`src/rtl/volume_control_mc_pkg.sv`:
```
// volume_pkg: shared key FSM states and saturating step arithmetic for the
// multi-channel volume controller.
package volume_pkg;

    typedef enum logic [1:0] {IDLE, DELAY, REPEAT} key_state_t;

    // Operands are widened to 32 bits so the sum never wraps before clamping.
    function automatic logic [31:0] sat_add(input logic [31:0] v, input logic [31:0] step,
                                            input logic [31:0] lim);
        return (v + step > lim) ? lim : v + step;
    endfunction

    function automatic logic [31:0] sat_sub(input logic [31:0] v, input logic [31:0] step);
        return (v < step) ? 32'd0 : v - step;
    endfunction

endpackage

```
`src/rtl/volume_control_mc_ramp.sv`:
```
// vol_ramp: per-channel slew limiter, moving the output one LSB toward the
// effective target on every prescaler tick.
module vol_ramp
    import volume_pkg::*;
#(
    parameter int VOL_W = 8
) (
    input  logic             clk_i,
    input  logic             rst_i,
    input  logic             i_tick,
    input  logic [VOL_W-1:0] i_tgt,
    output logic [VOL_W-1:0] o_lvl,
    output logic             o_busy
);

    logic [VOL_W-1:0] r_lvl;

    always_ff @(posedge clk_i or posedge rst_i) begin
        if (rst_i)
            r_lvl <= '0;
        else if (i_tick && r_lvl != i_tgt)
            r_lvl <= (r_lvl < i_tgt) ? r_lvl + 1'b1 : r_lvl - 1'b1;
    end

    assign o_lvl  = r_lvl;
    assign o_busy = r_lvl != i_tgt;

endmodule

```
`src/rtl/volume_control_mc.sv`:
```
// volume_control_mc: held-key volume stepping with auto-repeat, per-channel
// saturating targets, mute flags and slew-limited output levels.
module volume_control_mc
    import volume_pkg::*;
#(
    parameter int CHANNELS   = 2,
    parameter int VOL_W      = 8,
    parameter int VOL_MAX    = 80,
    parameter int STEP       = 4,
    parameter int REPEAT_DLY = 50_000_000,
    parameter int REPEAT_PER = 10_000_000,
    parameter int RAMP_DIV   = 4096,
    localparam int CH_W      = (CHANNELS > 1) ? $clog2(CHANNELS) : 1
) (
    input  logic                      clk_i,
    input  logic                      rst_i,
    input  logic                      vol_cng_i,
    input  logic                      vol_cng_val_i,
    input  logic [CH_W-1:0]           ch_sel_i,
    input  logic                      mute_tgl_i,
    output logic [CHANNELS*VOL_W-1:0] tgt_lvl_o,
    output logic [CHANNELS*VOL_W-1:0] vol_lvl_o,
    output logic [CHANNELS-1:0]       mute_o,
    output logic [CHANNELS-1:0]       ramp_busy_o
);

    localparam int CNT_W = $clog2((REPEAT_DLY > REPEAT_PER) ? REPEAT_DLY : REPEAT_PER) + 1;
    localparam int PRE_W = (RAMP_DIV > 1) ? $clog2(RAMP_DIV) : 1;

    key_state_t       r_state;
    logic [CNT_W-1:0] r_cnt;
    logic             r_dir;
    logic [CH_W-1:0]  r_ch;
    logic [PRE_W-1:0] r_pre;
    logic [VOL_W-1:0] r_tgt [CHANNELS];
    logic [CHANNELS-1:0] r_mute;

    logic             w_step;
    logic             w_up;
    logic [CH_W-1:0]  w_ch;
    logic             w_tick;
    logic [VOL_W-1:0] w_eff [CHANNELS];

    // A release wins over a maturing counter because every step term needs val.
    assign w_step = vol_cng_val_i && (r_state == IDLE ||
                    (r_state == DELAY  && r_cnt == CNT_W'(REPEAT_DLY - 1)) ||
                    (r_state == REPEAT && r_cnt == CNT_W'(REPEAT_PER - 1)));
    assign w_up   = (r_state == IDLE) ? vol_cng_i : r_dir;
    assign w_ch   = (r_state == IDLE) ? ch_sel_i  : r_ch;
    assign w_tick = r_pre == PRE_W'(RAMP_DIV - 1);

    always_ff @(posedge clk_i or posedge rst_i) begin
        if (rst_i) begin
            r_state <= IDLE;
            r_cnt   <= '0;
            r_dir   <= 1'b0;
            r_ch    <= '0;
        end else begin
            r_state <= !vol_cng_val_i ? IDLE :
                       (r_state == IDLE) ? DELAY :
                       (r_state == DELAY) ? (w_step ? REPEAT : DELAY) : REPEAT;
            r_cnt   <= (!vol_cng_val_i || w_step) ? '0 : r_cnt + 1'b1;
            if (r_state == IDLE) begin
                r_dir <= vol_cng_i;
                r_ch  <= ch_sel_i;
            end
        end
    end

    always_ff @(posedge clk_i or posedge rst_i) begin
        if (rst_i)
            r_pre <= '0;
        else
            r_pre <= w_tick ? '0 : r_pre + 1'b1;
    end

    // An up-step clears mute and takes priority over a same-cycle toggle.
    always_ff @(posedge clk_i or posedge rst_i) begin
        if (rst_i) begin
            for (int c = 0; c < CHANNELS; c++) r_tgt[c] <= '0;
            r_mute <= '0;
        end else begin
            for (int c = 0; c < CHANNELS; c++) begin
                if (w_step && w_ch == CH_W'(c))
                    r_tgt[c] <= w_up ? VOL_W'(sat_add(32'(r_tgt[c]), STEP, VOL_MAX))
                                     : VOL_W'(sat_sub(32'(r_tgt[c]), STEP));
                r_mute[c] <= (w_step && w_up && w_ch == CH_W'(c)) ? 1'b0 :
                             (mute_tgl_i && ch_sel_i == CH_W'(c)) ? ~r_mute[c] : r_mute[c];
            end
        end
    end

    for (genvar g = 0; g < CHANNELS; g++) begin : g_ch
        assign w_eff[g] = r_mute[g] ? '0 : r_tgt[g];
        assign tgt_lvl_o[g*VOL_W +: VOL_W] = r_tgt[g];
        vol_ramp #(.VOL_W(VOL_W)) u_ramp (
            .clk_i  (clk_i),
            .rst_i  (rst_i),
            .i_tick (w_tick),
            .i_tgt  (w_eff[g]),
            .o_lvl  (vol_lvl_o[g*VOL_W +: VOL_W]),
            .o_busy (ramp_busy_o[g])
        );
    end

    assign mute_o = r_mute;

endmodule

```
`config.mk`:
```
export PLATFORM = sky130hd
export DESIGN_NAME = volume_control_mc
export DESIGN_NICKNAME = d
export VERILOG_FILES = /design/src/rtl/volume_control_mc_pkg.sv /design/src/rtl/volume_control_mc_ramp.sv /design/src/rtl/volume_control_mc.sv
export SDC_FILE = /design/constraint.sdc
export NUM_CORES = 1
export LEC_CHECK = 0
export ABC_AREA = 0
export BUFFER_PORTS_ARGS = -buffer_cell sky130_fd_sc_hd__buf_4
export CAP_MARGIN = 20
export CORE_ASPECT_RATIO = 1.2
export CORE_MARGIN = 1
export CORE_UTILIZATION = 40
export DETAILED_ROUTE_END_ITERATION = 7
export GPL_TIMING_DRIVEN = 0
export PLACE_DENSITY = 0.63
export SYNTH_ARGS = -nofsm -noshare
export SYNTH_HDL_FRONTEND = slang
export SYNTH_SLANG_ARGS = --single-unit
```
`constraint.sdc`:
```
create_clock -name clk_i -period 4.8 [get_ports clk_i]
set_input_delay 0.48 -clock clk_i [delete_from_list [all_inputs] [get_ports clk_i]]
set_output_delay 0.48 -clock clk_i [all_outputs]
set_load 0.005 [all_outputs]
```
After elaboration in Yosys (flattened, before gate mapping)
Index checks and enable logic that the tools add are counted.
- flip-flop bits (word level): 77
- input port bits: 6
- output and inout bits: 36
- word-level logic and storage cells: 79
- add/sub/neg operators: 10
- $lt $le $gt $ge: 6
- equality and inequality tests: 7
- muxes and demuxes: 22
- bitwise operators: 4
- reductions and logical operators: 19
- operators with widths (operator ; number):
    $mux 8 ; 10
    $add 27x1->27 const B ; 1
    $eq 27x24->1 const B ; 1
    $eq 27x26->1 const B ; 1
    $mux 27 ; 1
    $add 8x3->9 const B ; 2
    $gt 9x7->1 const B ; 2
    $add 8x1->8 const B ; 2
    $lt 8x3->1 const B ; 2
    $lt 8x8->1 ; 2
    $ne 8x8->1 ; 2
    $sub 8x1->8 const B ; 2
    $sub 8x3->8 const B ; 2
    $add 12x1->12 const B ; 1
    $eq 12x12->1 const B ; 1
    $logic_and 1x1->1 ; 12
    $mux 12 ; 1
    $mux 2 ; 4
    $mux 1 ; 6
    $not 1->1 ; 4
    $reduce_bool 2->1 ; 2
    $logic_or 1x1->1 ; 3
    $eq 2x1->1 const B ; 1
    $eq 2x2->1 const B ; 1
    other kinds (2) ; 2

Longest topological paths before layout
Gate-level depths: netlist of run 1.
- word-level depth: 9
- mapped depth: 14
- gate-level depth less buffers: 13

Hierarchy
A second synthesis of run 1 with hierarchy kept.
- cells, all modules: 535
- area total of the unflattened synthesis: 4819.6 um^2
- by module, submodules not included (module ; times used ; cells an instance ; area each (um^2) ; sequential area each (um^2)):
    volume_control_mc ; 1 ; 369 ; 3350.7 ; 1426.4
    vol_ramp ; 2 ; 83 ; 734.5 ; 200.2

Worst setup path before layout of run 1
No wires, ideal clock.
- path type: register to register
- from: register r_tgt, in the netlist tgt_lvl_o[14]
- to: register g_ch[1].u_ramp.r_lvl[7]
- library setup time: 0.080 ns
- arrival: 2.994 ns
- data required time: 4.720 ns
- path slack: 1.726 ns
- stages on the path, launching flop included: 15
- buffers on the path: 1
- period minus slack after synthesis: 3.074 ns
- cell sequence: dfrtp_1 clkbuf_1 nand2b_1 ha_1 a21oi_1 nand2_1 a21oi_1 nand2_1 ha_1 a21oi_1 o211ai_1 o41a_1 and3_1 o21ai_0 xnor2_1
- word-level cells in the longest chain between the ends: 3
- elaborated cells between the ends (all ways): 5
- classes of those cells: order compare (1); eq/ne (1); mux (2); reduce/logical (1)
- ends and longest elaborated chain (element ; line ; text):
    start: declaration ; volume_control_mc.sv:35 ; logic [VOL_W-1:0] r_tgt [CHANNELS];
    start signal: indexed assignment ; volume_control_mc.sv:85 ; r_tgt[c] <= w_up ? VOL_W'(sat_add(32'(r_tgt[c]), STEP, VOL_MAX))
    $mux 8 (*) ; volume_control_mc.sv:94 ; assign w_eff[g] = r_mute[g] ? '0 : r_tgt[g];
    $lt 8x8->1 / $ne 8x8->1 (equally long branches) ; volume_control_mc_ramp.sv:22, volume_control_mc_ramp.sv:21 ;
    $mux 8 / $logic_and 1x1->1 (equally long branches) ; volume_control_mc_ramp.sv:22, volume_control_mc_ramp.sv:21 ;
    end signal: assignment ; volume_control_mc_ramp.sv:22 ; r_lvl <= (r_lvl < i_tgt) ? r_lvl + 1'b1 : r_lvl - 1'b1;
    end: declaration ; volume_control_mc_ramp.sv:16 ; logic [VOL_W-1:0] r_lvl;
Mark *: on every way between the ends. The rest lies on a longest branch, timed or not.
A chain may end at the register's enable or synchronous reset.

Final worst setup path of run 1
Same ends and word-level chain as after synthesis.

==> results of run 1 <==
==> how the worst max path moves through the flow <==
stage	from	to	slack (ps)	cells past startpoint
global route	tgt_lvl_o[6]	g_ch[0].u_ramp.o_lvl[7]	1050	14
CTS	tgt_lvl_o[14]	g_ch[1].u_ramp.o_lvl[7]	1290	14
floorplan	tgt_lvl_o[14]	g_ch[1].u_ramp.o_lvl[7]	1730	14
finish	tgt_lvl_o[14]	g_ch[1].u_ramp.o_lvl[7]	1290	14
detailed placement	tgt_lvl_o[14]	g_ch[1].u_ramp.o_lvl[7]	1300	14
global placement	tgt_lvl_o[14]	g_ch[1].u_ramp.o_lvl[7]	1380	14
==> sequential cells by signal, indices dropped and copies added, names as in the netlist <==
name,flops
r_dir,1
g_ch.u_ramp.o_lvl,16
tgt_lvl_o,12
r_pre,12
r_state,2
mute_o,2
r_ch,1
r_cnt,27
==> power by group through the flow <==
| stage | registers [mW] | logic [mW] | clock network, mW |
|---|---|---|---|
| after floorplan | 0.760 | 0.588 | 0 |
| after global placement | 0.787 | 0.785 | 0 |
| after detailed placement | 0.788 | 0.810 | 0 |
| after CTS | 0.777 | 0.818 | 0.666 |
| after global routing | 0.791 | 0.922 | 0.689 |
| final | 0.777 | 0.820 | 0.646 |
==> stage by stage <==
step                      hold WS (ps)  std cells  worst slack [ps]  total power [mW]
after floorplan                    438        524              1730              1.35
after global placement             456        718              1380              1.57
after detailed placement           465        719              1300              1.60
after CTS                          124        734              1290              2.26
after global routing               144        734              1050              2.40
final                              124        734              1290              2.24
==> cells in the final DEF, fill, tap and decap left out, drive strengths merged, types with 7 or more instances in the layout <==
master / instances
a21oi: 31
and3: 10
buf: 51
clkbuf: 20
conb: 8
dfrtp: 73
ha: 38
inv: 19
mux2: 10
nand2: 32
nand2b: 13
nand3: 29
nand4: 10
nor2: 64
nor2b: 9
nor3: 8
o211ai: 7
o21ai: 16
xnor2: 36
xor2: 15
==> logic make-up after synthesis <==
kind of cell             after synthesis  share of synthesized area
multiplexers                          14                     0.0315
adder cells (fa/ha/maj)               40                      0.106
flip-flops                            73                      0.377
AO/OA/AOI/OAI                         96                      0.134
AND/OR/NAND/NOR                      202                      0.214
buffers and inverters                 40                     0.0439
XOR/XNOR                              51                     0.0921
other                                  2                    0.00155
==> cell type report <==
| class | count | area (µm²) | area share |
|---|---|---|---|
| plain buffers | 21 | 141 | 0.0250 |
| flip-flops and latches | 73 | 1830 | 0.323 |
| well taps | 157 | 196 | 0.0347 |
| inverters | 19 | 73.8 | 0.0131 |
| repair buffers | 38 | 305 | 0.0540 |
| clock inverters | 3 | 42.5 | 0.00752 |
| multi-input cells | 411 | 2830 | 0.501 |
| clock buffers | 12 | 236 | 0.0418 |
==> layer usage <==
| layer | wire length, µm | share of wire | vias to the layer above |
|---|---|---|---|
| li1 | - | - | 1929 |
| met1 | 4600 | 0.45 | 1892 |
| met2 | 5040 | 0.49 | 74 |
| met3 | 282 | 0.028 | 22 |
| met4 | 327 | 0.032 | 0 |
| met5 | 0 | 0 | - |
==> results.tsv, run 1 <==
stage	metric	value	unit
clocking	H-tree levels	3	
critical_path	critical-path cell list	clkbuf_1, nand2b_1, ha_1, a21oi_1, nand2_1, a21oi_1, nand2_1, ha_1, a21oi_1, o211ai_1, o41a_1, and3_1, o21ai_0, xnor2_1	
clocking	clock-pin slew on the worst setup and hold paths	60	ps
global_route	Overall Global Routing Usage	0.180	
timing	Tmin final	3510	ps
floorplan	I/O pin cnt	42	
critical_path	Reg2Reg Depth	14	
power	maximum vdd drop	0.000248	V
logic_synthesis	post-synthesis sequential area ratio	0.377	
global_route	antenna violations before repair	0	
timing	Total Neg Setup Slack	0	ps
final_layout	Core Util, Final	0.484	
logic_synthesis	Mean Syn Cell Area	9.36	µm²
timing	Final Skew	7.43	ps
critical_path	crit-path leading delay family	compound AO/OA/AOI/OAI gates	
timing	Final Hold Fails	0	
floorplan	num rows	43	
clocking	CTS tree	yes	
logic_synthesis	Commonest cells post-synth	dfrtp_1 (73), nor2_1 (64), ha_1 (38)	
clocking	Hold Buf Count CTS	0	
logic_synthesis	FFs w/ async S/R, synth	1.00	
power	Clk pwr share	0.288	
logic_synthesis	warning count from the yosys run	0	
critical_path	worst r2r src	tgt_lvl_o[14]	
critical_path	RR Endpoint	g_ch[1].u_ramp.o_lvl[7]	
clocking	Root Buffer	clkbuf_16	
logic_synthesis	Mapped Cells	518	
logic_synthesis	Synth area leaders	dfrtp_1 (38%), ha_1 (9.8%), xnor2_1 (6.5%), nor2_1 (5.0%), a21oi_1 (3.2%)	
placed_design	Port-buffer cells	37	
logic_synthesis	cell taking the most area after synthesis	dfrtp_1	
floorplan	Die Y	123	µm
timing	fin crit share	0.731	
power	Sw Share	0.353	
detailed_routing	final wirelength	10300	µm
critical_path	kind of critical path	reg2reg	
final_layout	final instance area	0.00566	mm²
global_route	pin count of the biggest net entering global routing	53	
final_layout	Area growth syn-to-layout	16.6	%
detailed_routing	initial DRC count	171	
timing	Max-slew headroom	0.594	
logic_synthesis	Post-synth EDFFs	0	
final_layout	fraction of layout cells with a size suffix above 1	0.154	
floorplan	Die Width	103	µm
critical_path	Critical Path Fanout Max	10	
critical_path	Critical Path Sink Type	register	
logic_synthesis	top cell type's share of synthesized area	0.377	
placed_design	dpl cell area	0.00538	mm²
clocking	Resize count post-CTS	0	
floorplan	Core Area	0.0117	mm²
power	Reg power frac	0.346	
logic_synthesis	Main synth FF type	dfrtp_1	
critical_path	most frequent CP cell	a21oi_1	
critical_path	CP peak stage delay	370	ps
critical_path	R2R Setup Slk	1290	ps
power	Logic pwr share	0.366	
detailed_routing	detail-routed via count per cell	5.34	
logic_synthesis	Seq cells post-synth	73	
detailed_routing	first-pass detailed-route iteration total	4	
floorplan	Initial Utilization	0.415	
clocking	Clock Sinks	73	
detailed_routing	Final ANT Viol Nets	0	
detailed_routing	wire length per cell	14.0	µm
placed_design	RePlAce Congestion	0.867	
logic_synthesis	count leader, synth	dfrtp_1	
outcome	status	completed	
timing	count of final setup violators	0	
min_path	Tightest Hold Check Type	in2async	
global_route	first-pass GRT wire length	17700	µm
critical_path	CP max stage cell	dfrtp_1	
clocking	Num CTS Buffers	9	
clocking	worst skew pair latency	330	ps
detailed_routing	DR vias	3917	
placed_design	dpl hpwl	7380	µm
floorplan	total die area	0.0126	mm²
timing	unrepaired setup endpoints after global routing	no	
critical_path	Worst Path Required	5060	ps
timing	Slew @ Worst Pin	607	ps
detailed_routing	drt drc	0	
power	Power Internal	1.45	mW
final_layout	Diodes inserted	0	
critical_path	critical path launch point type	register	
clocking	clock buffer depth	2	
critical_path	Data arrival, critical path	3760	ps
global_route	met1 usage	0.226	
global_route	busiest grt layer	met2	
power	Power Dens Cells	397	mW/mm²
timing	Highest Clock Rate	0.285	GHz
power	P_sw	0.793	mW
logic_synthesis	post-synth cell types	67	
final_layout	Layout fillers	1102	
timing	Final Max Tran Viols	0	
job	Max-cap violations	0	
logic_synthesis	Synth Cell Area	0.00485	mm²
global_route	grt met2 use	0.292	
global_route	M3 GR Usage	0.0325	
power	Leak	2.59	nW
global_route	grt total ovfl	0	
final_layout	Layout Nets	619	
clocking	post-CTS setup buffers	0	
critical_path	Buf+Inv Stages, Crit Path	1	
global_route	vias in the first global route	3838	
Power figures use the tool's default switching activity.
==> run 2: changes to the inputs <==
--- a/config.mk
+++ b/config.mk
@@ -5,7 +5,7 @@
 export SDC_FILE = /design/constraint.sdc
 export NUM_CORES = 1
 export LEC_CHECK = 0
-export ABC_AREA = 0
+export ABC_AREA = 1
 export BUFFER_PORTS_ARGS = -buffer_cell sky130_fd_sc_hd__buf_4
 export CAP_MARGIN = 20
 export CORE_ASPECT_RATIO = 1.2
@@ -13,7 +13,7 @@
 export CORE_UTILIZATION = 40
 export DETAILED_ROUTE_END_ITERATION = 7
 export GPL_TIMING_DRIVEN = 0
-export PLACE_DENSITY = 0.63
+export PLACE_DENSITY = 0.65
 export SYNTH_ARGS = -nofsm -noshare
 export SYNTH_HDL_FRONTEND = slang
 export SYNTH_SLANG_ARGS = --single-unit
==> constraint.sdc (replaced) <==
create_clock -name clk_i -period 3.04 [get_ports clk_i]
set_input_delay 0.304 -clock clk_i [delete_from_list [all_inputs] [get_ports clk_i]]
set_output_delay 0.304 -clock clk_i [all_outputs]
set_load 0.005 [all_outputs]
==> results.tsv, run 2 <==
stage	metric	value	unit	change
outcome	status	completed		
critical_path	RR Endpoint	g_ch[1].u_ramp.o_lvl[6]		
final_layout	final instance area	0.00608	mm²	+7.6%
final_layout	max FFs per register	27		unchanged
critical_path	CP peak stage delay	450	ps	+80 ps
min_path	Tightest Hold Check Type	in2reg		
final_layout	most common cell after layout, fill and taps aside	nand2_1		
floorplan	Die Y	128	µm	+4.3%
floorplan	Die Width	107	µm	+4.3%
critical_path	Data arrival, critical path	3020	ps	-740 ps
clocking	Clock Sinks	73		unchanged
logic_synthesis	post-synth cell types	40		-40%
critical_path	crit-path leading delay family	simple AND/OR/NAND/NOR gates		
floorplan	total die area	0.0137	mm²	+8.7%
detailed_routing	Final ANT Viol Nets	0		unchanged
critical_path	R2R Setup Slk	230	ps	-1060 ps
global_route	vias in the first global route	4442		+16%
critical_path	Critical Path Fanout Max	11		+1
power	overall power	4.09	mW	+83%
power	Power Dens Cells	673	mW/mm²	+70%
floorplan	I/O pin cnt	42		unchanged
timing	Final Skew	8.33	ps	+0.901 ps
detailed_routing	drt drc	0		unchanged
critical_path	critical path launch point type	register		
global_route	grt total ovfl	0		unchanged
min_path	WHS Path Cells	3		
logic_synthesis	Mapped Cells	714		+38%
timing	fin crit share	0.923		+0.192
detailed_routing	detail-routed via count per cell	4.85		-9.0%
clocking	H-tree levels	3		unchanged
final_layout	Diodes inserted	0		unchanged
power	maximum vdd drop	0.000384	V	+55%
logic_synthesis	Post-synth EDFFs	0		unchanged
global_route	Overall Global Routing Usage	0.180		about the same
final_layout	fraction of layout cells with a size suffix above 1	0.133		-0.0208
global_route	pin count of the biggest net entering global routing	53		unchanged
logic_synthesis	top cell type's share of synthesized area	0.346		-0.0307
logic_synthesis	Synth Cell Area	0.00528	mm²	+8.9%
detailed_routing	DR vias	4543		+16%
placed_design	dpl cell area	0.00581	mm²	+8.0%
timing	Highest Clock Rate	0.356	GHz	+25%
placed_design	RePlAce Congestion	0.894		+3.1%
critical_path	Critical Path Sink Type	register		
critical_path	kind of critical path	reg2reg		
placed_design	dpl hpwl	8580	µm	+16%
clocking	clock buffer depth	2		unchanged
timing	Final Max Tran Viols	0		unchanged
power	Leak	2.91	nW	+12%
timing	Tmin final	2810	ps	-702 ps
logic_synthesis	FFs w/ async S/R, synth	1.00		unchanged
min_path	WHS Endpoint	r_state[0]		
floorplan	num rows	45		+4.7%
logic_synthesis	Mean Syn Cell Area	7.40	µm²	-21%
critical_path	worst r2r src	mute_o[1]		
logic_synthesis	Commonest cells post-synth	nand2_1 (205), inv_1 (93), nor2_1 (75)		
min_path	Hold Crit Start	vol_cng_val_i		
critical_path	CP max stage cell	fa_1		
logic_synthesis	count leader, synth	nand2_1		
clocking	Root Buffer	clkbuf_16		
critical_path	Buf+Inv Stages, Crit Path	1		unchanged
logic_synthesis	post-synthesis sequential area ratio	0.346		-0.0307
critical_path	Reg2Reg Depth	16		+2
timing	count of final setup violators	0		unchanged
clocking	post-CTS setup buffers	0		unchanged
logic_synthesis	Synth area leaders	dfrtp_1 (35%), nand2_1 (15%), ha_1 (9.0%), inv_1 (6.6%), xor2_1 (5.5%)		
placed_design	Inst Count DP	921		+28%
clocking	clock-pin slew on the worst setup and hold paths	60	ps	about the same
timing	Final Hold Fails	0		unchanged
global_route	antenna violations before repair	1		+1
critical_path	Worst Path Required	3260	ps	-1800 ps
critical_path	critical-path cell list	inv_1, nand2_1, ha_1, a21oi_1, o21a_1, nand2_2, fa_1, nand3_1, nand3_1, nand2_1, nand2_1, nand2_1, nand2_1, or2_2, nand3_1, nand2_1		
detailed_routing	initial DRC count	164		-4.1%
logic_synthesis	Main synth FF type	dfrtp_1		
final_layout	Layout Nets	814		+32%
clocking	CTS tree	yes		
logic_synthesis	warning count from the yosys run	0		unchanged
clocking	Num CTS Buffers	9		unchanged
final_layout	Biggest register	r_cnt		
final_layout	most frequent cells in the layout	nand2_1 (203), inv_1 (91), nor2_1 (75), dfrtp_1 (72), buf_4 (44)		
clocking	worst skew pair latency	330	ps	about the same
logic_synthesis	cell taking the most area after synthesis	dfrtp_1		
floorplan	Core Area	0.0128	mm²	+9.5%
timing	unrepaired setup endpoints after global routing	no		
job	Max-cap violations	0		unchanged
floorplan	Initial Utilization	0.413		-0.00227
placed_design	Port-buffer cells	36		-2.7%
final_layout	Area growth syn-to-layout	15.2	%	
global_route	first-pass GRT wire length	19600	µm	+11%
logic_synthesis	Seq cells post-synth	73		unchanged
critical_path	most frequent CP cell	nand2_1		
final_layout	Non-Filler Instances	936		+28%
detailed_routing	wire length per cell	12.1	µm	-13%
detailed_routing	final wirelength	11300	µm	+11%
detailed_routing	first-pass detailed-route iteration total	4		unchanged
[run 2: changes by cell type after synthesis, sizes merged, moves of 9 or more]
| cell | delta |
|---|---|
| nor2 | +22 |
| nand2 | +179 |
| mux2 | -10 |
| nand4 | +18 |
| inv | +76 |
| nand3 | +15 |
| nor2b | -9 |
| xor2 | +18 |
| xnor2 | -27 |
| nand2b | -13 |
| and3 | -10 |
| a21oi | -9 |
[run 2: what timing repair did]
action,4_1_cts,5_1_grt
endpoints found under the setup margin,0,6
hold buffers,1,0
resized for setup,0,4
endpoints found under the hold margin,21,0
[run 2: tightest hold or removal path, stage by stage]
cell	delay (ps)
buf_2	180
nand2_1	90
inv_1	30
[run 2: cell type report]
| type | count | area [µm²] |
|---|---|---|
| Clock inverter | 4 | 20.0 |
| Multi-Input combinational cell | 537 | 3030 |
| Timing Repair Buffer | 38 | 308 |
| Clock buffer | 11 | 243 |
| Buffer | 14 | 90.1 |
| Inverter | 95 | 359 |
| Fill cell | 1274 | 6700 |
| Sequential cell | 73 | 1830 |
| Tap cell | 164 | 205 |
[run 2: per-stage QoR]
step	utilization	setup slack, ps	hold WS [ps]	setup TNS, ps
after floorplan	-	407	445	0
after global placement	0.452	-164	460	-11560
after detailed placement	0.454	59.3	299	0
after CTS	0.476	38.8	303	0
after global routing	0.476	9.39	325	0
final	0.476	235	313	0
[run 2: kinds of logic after synthesis]
family,synth area share
compound gates,0.0559
xor+xnor,0.0697
fa+ha+maj,0.0976
buf+inv,0.0853
flops,0.346
mux,0.00190
other cells,0.00142
simple gates,0.342
[run 2: per-layer routing]
| layer | wire (µm) | vias up | GRT usage |
|---|---|---|---|
| met4 | 267 | 2 | 0.0814 |
| li1 | - | 2367 | - |
| met3 | 367 | 26 | 0.0356 |
| met5 | 13 | - | 0 |
| met1 | 5210 | 2077 | 0.214 |
| met2 | 5470 | 71 | 0.312 |
[run 2: power by group]
group          total [mW]  switching (mW)  internal (mW)
Combinational        1.88            1.09          0.793
Sequential           1.26           0.187           1.07
Clock               0.952           0.388          0.564
[run 2: how the worst max path moves through the flow]
stage	startpoint	endpoint	cells after the start
2_1_floorplan	mute_o[1]	g_ch[1].u_ramp.o_lvl[6]	16
3_3_place_gp	rst_i	g_ch[1].u_ramp.o_lvl[7]	2
3_5_place_dp	tgt_lvl_o[5]	g_ch[0].u_ramp.o_lvl[6]	16
4_1_cts	tgt_lvl_o[5]	g_ch[0].u_ramp.o_lvl[6]	16
5_1_grt	mute_o[0]	g_ch[0].u_ramp.o_lvl[7]	18
6_report	mute_o[1]	g_ch[1].u_ramp.o_lvl[6]	16
